File: config.mk
export PLATFORM = sky130hd
export DESIGN_NAME = uart_rx_oversample
export DESIGN_NICKNAME = d
export VERILOG_FILES = /design/src/rtl/uart_pkg.sv /design/src/rtl/uart_baud_tick.sv /design/src/rtl/uart_rx_oversample.sv
export SDC_FILE = /design/constraint.sdc
export NUM_CORES = 1
export LEC_CHECK = 0
export CORE_ASPECT_RATIO = 1.25
export CORE_MARGIN = 2
export CORE_UTILIZATION = 58
export DETAILED_ROUTE_END_ITERATION = 10
export PLACE_DENSITY = 0.77
export SYNTH_ARGS = -nofsm -noshare
export SYNTH_HDL_FRONTEND = slang
export SYNTH_SLANG_ARGS = --single-unit
File: constraint.sdc
create_clock -name clk -period 4.3 [get_ports clk]
set_input_delay 0.43 -clock clk [delete_from_list [all_inputs] [get_ports clk]]
set_output_delay 0.43 -clock clk [all_outputs]
set_load 0.02 [all_outputs]
File: src/rtl/uart_pkg.sv
// Shared types and helpers for the UART blocks.
package uart_pkg;

  localparam int OVERSAMPLE_DEF = 16;

  typedef enum logic [2:0] {
    IDLE,
    START,
    DATA,
    PARITY,
    STOP
  } rx_state_t;

  // Clocks per oversample tick, integer-truncated.
  function automatic int calc_div(input int clk_freq, input int baud, input int os);
    return clk_freq / (baud * os);
  endfunction

endpackage

File: src/rtl/uart_baud_tick.sv
// Oversample tick generator: one-clk tick every DIV clks, synchronous clear
// restarts the period so the next tick lands DIV clks after the clear.
module uart_baud_tick #(
  parameter int DIV = 10
) (
  input  logic clk,
  input  logic rst,
  input  logic clr,
  output logic tick
);

  localparam int CW = (DIV > 1) ? $clog2(DIV) : 1;
  localparam logic [CW-1:0] LAST = CW'(DIV - 1);

  logic [CW-1:0] cnt_q, cnt_d;

  // Next count: clear wins, otherwise wrap at DIV-1.
  always_comb begin
    // NOTE: assign every always_comb output first so no path leaves it unassigned (no latch).
    cnt_d = cnt_q;
    if (clr) begin
      cnt_d = '0;
    end else if (cnt_q == LAST) begin
      cnt_d = '0;
    end else begin
      cnt_d = cnt_q + CW'(1);
    end
  end

  // Counter register.
  always_ff @(posedge clk) begin
    // NOTE: non-blocking in clocked blocks so every flop samples pre-edge values.
    if (rst) begin
      cnt_q <= '0;
    end else begin
      cnt_q <= cnt_d;
    end
  end

  assign tick = (cnt_q == LAST);

endmodule

File: src/rtl/uart_rx_oversample.sv
// Oversampling UART receiver (8N1, or 8E1/8O1 when UART_PARITY_EN is defined).
// 2-FF synchronizer, falling-edge start detect, mid-bit sampling at 16x ticks,
// start glitch rejection and stop-bit framing check.
module uart_rx_oversample
  import uart_pkg::*;
#(
  parameter int CLK_FREQ   = 1000000,
  parameter int BAUD_RATE  = 9600,
  parameter int OVERSAMPLE = OVERSAMPLE_DEF,
  parameter int DATA_BITS  = 8,
  parameter int PARITY_ODD = 0
) (
  input  logic                 clk,
  input  logic                 rst,
  input  logic                 rx,
  output logic [DATA_BITS-1:0] rx_data,
  output logic                 rx_valid,
  output logic                 frame_err,
  output logic                 parity_err,
  output logic                 busy
);

  localparam int DIV = calc_div(CLK_FREQ, BAUD_RATE, OVERSAMPLE);
  localparam int TCW = $clog2(OVERSAMPLE);
  localparam int BCW = $clog2(DATA_BITS);
  localparam logic [TCW-1:0] TICK_LAST = TCW'(OVERSAMPLE - 1);
  localparam logic [TCW-1:0] TICK_HALF = TCW'(OVERSAMPLE / 2 - 1);
  localparam logic [BCW-1:0] BIT_LAST  = BCW'(DATA_BITS - 1);

  if (DIV < 1) begin : g_bad_div
    $error("uart_rx_oversample: CLK_FREQ/(BAUD_RATE*OVERSAMPLE) must be >= 1");
  end
  if ((OVERSAMPLE < 4) || (OVERSAMPLE % 2 != 0)) begin : g_bad_os
    $error("uart_rx_oversample: OVERSAMPLE must be even and >= 4");
  end
  if ((DATA_BITS < 5) || (DATA_BITS > 8)) begin : g_bad_bits
    $error("uart_rx_oversample: DATA_BITS must be 5..8");
  end
  if ((PARITY_ODD != 0) && (PARITY_ODD != 1)) begin : g_bad_par
    $error("uart_rx_oversample: PARITY_ODD must be 0 or 1");
  end

  logic                 rx_meta_q, rx_s_q, rx_prev_q;
  rx_state_t            state_q, state_d;
  logic [TCW-1:0]       tick_cnt_q, tick_cnt_d;
  logic [BCW-1:0]       bit_cnt_q, bit_cnt_d;
  logic [DATA_BITS-1:0] shreg_q, shreg_d;
  logic [DATA_BITS-1:0] rx_data_q, rx_data_d;
  logic                 rx_valid_q, rx_valid_d;
  logic                 frame_err_q, frame_err_d;
`ifdef UART_PARITY_EN
  logic                 par_flag_q, par_flag_d;
  logic                 parity_err_q, parity_err_d;
`endif
  logic                 start_edge;
  logic                 tick_clr;
  logic                 tick;

  assign start_edge = rx_prev_q & ~rx_s_q;
  assign tick_clr   = (state_q == IDLE) && start_edge;

  uart_baud_tick #(
    .DIV (DIV < 1 ? 1 : DIV)
  ) u_baud_tick (
    .clk  (clk),
    .rst  (rst),
    .clr  (tick_clr),
    .tick (tick)
  );

  // Frame FSM: next state, counters, shift register and output pulses.
  always_comb begin
    state_d     = state_q;
    tick_cnt_d  = tick_cnt_q;
    bit_cnt_d   = bit_cnt_q;
    shreg_d     = shreg_q;
    rx_data_d   = rx_data_q;
    rx_valid_d  = 1'b0;
    frame_err_d = 1'b0;
`ifdef UART_PARITY_EN
    par_flag_d   = par_flag_q;
    parity_err_d = 1'b0;
`endif
    case (state_q)
      IDLE: begin
        if (start_edge) begin
          state_d    = START;
          tick_cnt_d = '0;
          bit_cnt_d  = '0;
        end
      end
      START: begin
        if (tick) begin
          if (tick_cnt_q == TICK_HALF) begin
            tick_cnt_d = '0;
            state_d    = rx_s_q ? IDLE : DATA;
          end else begin
            tick_cnt_d = tick_cnt_q + TCW'(1);
          end
        end
      end
      DATA: begin
        if (tick) begin
          if (tick_cnt_q == TICK_LAST) begin
            tick_cnt_d = '0;
            shreg_d    = {rx_s_q, shreg_q[DATA_BITS-1:1]};
            if (bit_cnt_q == BIT_LAST) begin
              bit_cnt_d = '0;
`ifdef UART_PARITY_EN
              state_d   = PARITY;
`else
              state_d   = STOP;
`endif
            end else begin
              bit_cnt_d = bit_cnt_q + BCW'(1);
            end
          end else begin
            tick_cnt_d = tick_cnt_q + TCW'(1);
          end
        end
      end
`ifdef UART_PARITY_EN
      PARITY: begin
        if (tick) begin
          if (tick_cnt_q == TICK_LAST) begin
            tick_cnt_d = '0;
            par_flag_d = ((^shreg_q) ^ rx_s_q) != 1'(PARITY_ODD);
            state_d    = STOP;
          end else begin
            tick_cnt_d = tick_cnt_q + TCW'(1);
          end
        end
      end
`endif
      STOP: begin
        if (tick) begin
          if (tick_cnt_q == TICK_LAST) begin
            tick_cnt_d  = '0;
            rx_data_d   = shreg_q;
            rx_valid_d  = 1'b1;
            frame_err_d = ~rx_s_q;
`ifdef UART_PARITY_EN
            parity_err_d = par_flag_q;
`endif
            state_d     = IDLE;
          end else begin
            tick_cnt_d = tick_cnt_q + TCW'(1);
          end
        end
      end
      default: begin
        state_d = IDLE;
      end
    endcase
  end

  // Synchronizer, control state and registered outputs.
  always_ff @(posedge clk) begin
    if (rst) begin
      rx_meta_q   <= 1'b1;
      rx_s_q      <= 1'b1;
      rx_prev_q   <= 1'b1;
      state_q     <= IDLE;
      tick_cnt_q  <= '0;
      bit_cnt_q   <= '0;
      rx_data_q   <= '0;
      rx_valid_q  <= 1'b0;
      frame_err_q <= 1'b0;
`ifdef UART_PARITY_EN
      par_flag_q   <= 1'b0;
      parity_err_q <= 1'b0;
`endif
    end else begin
      rx_meta_q   <= rx;
      rx_s_q      <= rx_meta_q;
      rx_prev_q   <= rx_s_q;
      state_q     <= state_d;
      tick_cnt_q  <= tick_cnt_d;
      bit_cnt_q   <= bit_cnt_d;
      rx_data_q   <= rx_data_d;
      rx_valid_q  <= rx_valid_d;
      frame_err_q <= frame_err_d;
`ifdef UART_PARITY_EN
      par_flag_q   <= par_flag_d;
      parity_err_q <= parity_err_d;
`endif
    end
  end

  // Data shift register.
  // NOTE: no reset here; every bit is shifted in before the byte is ever copied out.
  always_ff @(posedge clk) begin
    shreg_q <= shreg_d;
  end

  assign rx_data   = rx_data_q;
  assign rx_valid  = rx_valid_q;
  assign frame_err = frame_err_q;
  assign busy      = (state_q != IDLE);
`ifdef UART_PARITY_EN
  assign parity_err = parity_err_q;
`else
  assign parity_err = 1'b0;
`endif

endmodule

==> flow_summary.yaml <==
run_status:
  status: "complete, no violations"
pwr:
  irDropWorstVdd_mv: 0.225
  power_leakage_nw: 0.616
  p_per_area_nw_per_um2: 335
yosys:
  synth_edf_count: 8
  synthCells: 134
  syn_area_um2: 1420
  async_flop_share: 0
  yosys_warnings: 0
  synth_nets: 142
  yosysSeqAreaShare: 0.537
  synthTopCellsByCount: "dfxtp_1, nor2_1, nand2_1"
  ys.flop_type: "dfxtp_1"
  synthTopCellsByArea: "dfxtp_1, edfxtp_1, mux2i_1"
  synth_cell_types: 43
  synth.avg_cell_area_um2: 10.6
  ys_ff_latch: 34
  synth.most_common_cell: "dfxtp_1"
  yosys.area.top_type_share: 0.367
  synth_area_leader_cell: "dfxtp_1"
timing:
  worst_pin_slew_ns: 0.775
  timing.setup.tns_ns: 0
  finalSetupViolCount: 0
  final.setup.worst_slack_ns: 2.07
  drv_slew: 0
  finalHoldViolations: 0
  relSlewSlack: 0.482
  min_period_over_period: 0.519
  fmax_ghz: 0.448
  rsz0062_at_grt: "false"
  clock_skew_ns: 0.00918
  fin_crit_ns: 2.23
critical_path:
  cp_max_fo: 15
  worst-path-buf-inv: 1
  start_kind: "register"
  worst_setup_path_end_kind: "output port"
  timing.rr.start: "tick_cnt_q[0]"
  crit_slowest_cell: "dfxtp_1"
  r2r_end: "rx_data[3]"
  r2r_cells: 5
  cp.required_ns: 3.87
  crit_chain: "or3_1 -> clkdlybuf4s50_1"
  r2r_setup_slack_ns: 2.22
  slowest_delay_ns: 0.63
  critical-path-top-delay-family: "flip-flops"
  criticalPathCategory: "reg2out"
  cp.arrival_ns: 1.80
layout:
  diodes: 0
  utilization: 0.674
  finalNonFillerCells: 182
  drive_above_1_share: 0.0805
  stdcell_area_um2: 1600
  synthToLayoutAreaGrowth_pct: 13.1
  final_net_count: 156
die:
  start_util: 0.596
  coreArea_um2: 2380
  die_y_um: 59.3
  rows: 20
  num_io_pins: 15
  dieWidth_um: 48.2
  die_area_um2: 2860
placed_design:
  routabilityCongestion: 0.742
  post-place-ws_ns: 2.09
  dp.cells: 174
  placed_cell_area_um2: 1540
  dp_hpwl_um: 1740
  portBuffers: 13
drt:
  via_per_inst: 5.58
  wl_um: 2510
  wl_per_cell_um: 13.8
  ant_nets: 0
  drc: 0
  first_pass_iters: 4
  vias: 1015
  drtIter0Drc: 49
global_route:
  grt_pass1_wl_um: 4080
  grt_max_degree: 24
  track_usage: 0.206
  antenna_found_initial: 0
  grt_overflow: 0
  grt_pass1_vias: 976
clock_network:
  postCtsSetupBuffers: 0
  cts_tree: "yes"
  clock-root-buffer: "clkbuf_4"
  hold_buffers: 0
  clkTransAtPathRegs_ns: 0.08
  cts_resized: 0
  cts_buffer_depth: 2
  cts_made_buffers: 5
  clock_latency_ns: 0.33
  cts.sinks: 34
  htree_levels: 2
hold_path:
  hold_class: "reg2reg"
  hold_start: "rx_meta_q"
  hold_depth: 1
  holdPathEnd: "rx_s_q"
job:
  drv_cap: 0
## cell families (layout without fill, tap and decap cells)
| group | count (synthesis) | count (layout) | synth area share |
|---|---|---|---|
| AO/OA/AOI/OAI | 22 | 22 | 0.103 |
| XOR/XNOR | 2 | 2 | 0.0124 |
| adder cells (fa/ha/maj) | 5 | 5 | 0.0442 |
| buffers and inverters | 9 | 24 | 0.0397 |
| flip-flops | 34 | 34 | 0.537 |
| multiplexers | 8 | 8 | 0.0565 |
| other | 1 | 1 | 0.00265 |
| AND/OR/NAND/NOR | 53 | 53 | 0.204 |
## through the flow
| step | hold WS (ns) | total power [mW] |
|---|---|---|
| 6_report | 0.414 | 0.537 |
| 3_5_place_dp | 0.397 | 0.367 |
| 2_1_floorplan | 0.383 | 0.361 |
| 5_1_grt | 0.443 | 0.561 |
| 3_3_place_gp | 0.389 | 0.365 |
| 4_1_cts | 0.419 | 0.542 |
## sequential cells by signal, summed over array words and instances, names as in the netlist
register / flops
rx_valid: 1
tick_cnt_q: 4
u_baud_tick.cnt_q: 3
state_q: 3
frame_err: 1
rx_meta_q: 1
rx_data: 8
rx_s_q: 1
bit_cnt_q: 3
rx_prev_q: 1
shreg_q: 8
## power breakdown
group / leakage, nW / internal [mW] / switching [mW]
sequential: 0.282 / 0.329 / 0.00420
combinational: 0.301 / 0.0105 / 0.0152
clock: 0.0326 / 0.0806 / 0.0971
## layer usage
| metal | GRT usage | wire, um | vias up |
|---|---|---|---|
| met4 | 0.127 | 56 | 0 |
| li1 | - | - | 502 |
| met2 | 0.344 | 1310 | 34 |
| met1 | 0.222 | 990 | 472 |
| met3 | 0.0457 | 151 | 7 |
| met5 | 0 | 0 | - |
## worst reg2reg max path, stage by stage (launching register included)
cell,delay [ns]
dfxtp_1,0.38
ha_1,0.22
nand4_1,0.21
or4_1,0.80
mux2i_1,0.29
nor2_1,0.05
## layout make-up
type / count / area (um^2)
timing repair buffer: 13 / 130
multi-input combinational: 91 / 599
inverter: 3 / 11.3
clock buffer: 8 / 58.8
fill: 201 / 776
tap: 33 / 41.3
sequential: 34 / 761
## cells in the final DEF (no fill, tap or decap), types with 2 or more instances in the layout
master	n
and3_1	2
o21bai_1	3
a21oi_1	8
nor3_1	3
nor2_1	17
or4_1	2
clkbuf_4	5
edfxtp_1	8
inv_1	3
mux2i_1	8
or2_1	2
nand2_1	9
or4b_1	2
dfxtp_1	26
ha_1	5
nand4_1	4
clkbuf_1	2
clkdlybuf4s50_1	13
o21ai_1	2
nand2b_1	2
o21ai_0	2
## worst max-delay path by stage
stage / startpoint / endpoint / slack (ns) / cells past startpoint
after floorplan: tick_cnt_q[0] / rx_data[0] / 2.63 / 6
after global placement: rst / state_q[1] / 2.17 / 3
after detailed placement: rst / state_q[1] / 2.09 / 3
after CTS: state_q[1] / busy / 2.06 / 2
after global routing: state_q[1] / busy / 1.95 / 2
final: state_q[1] / busy / 2.07 / 2
Note: power is estimated with default switching activity, not from simulation.
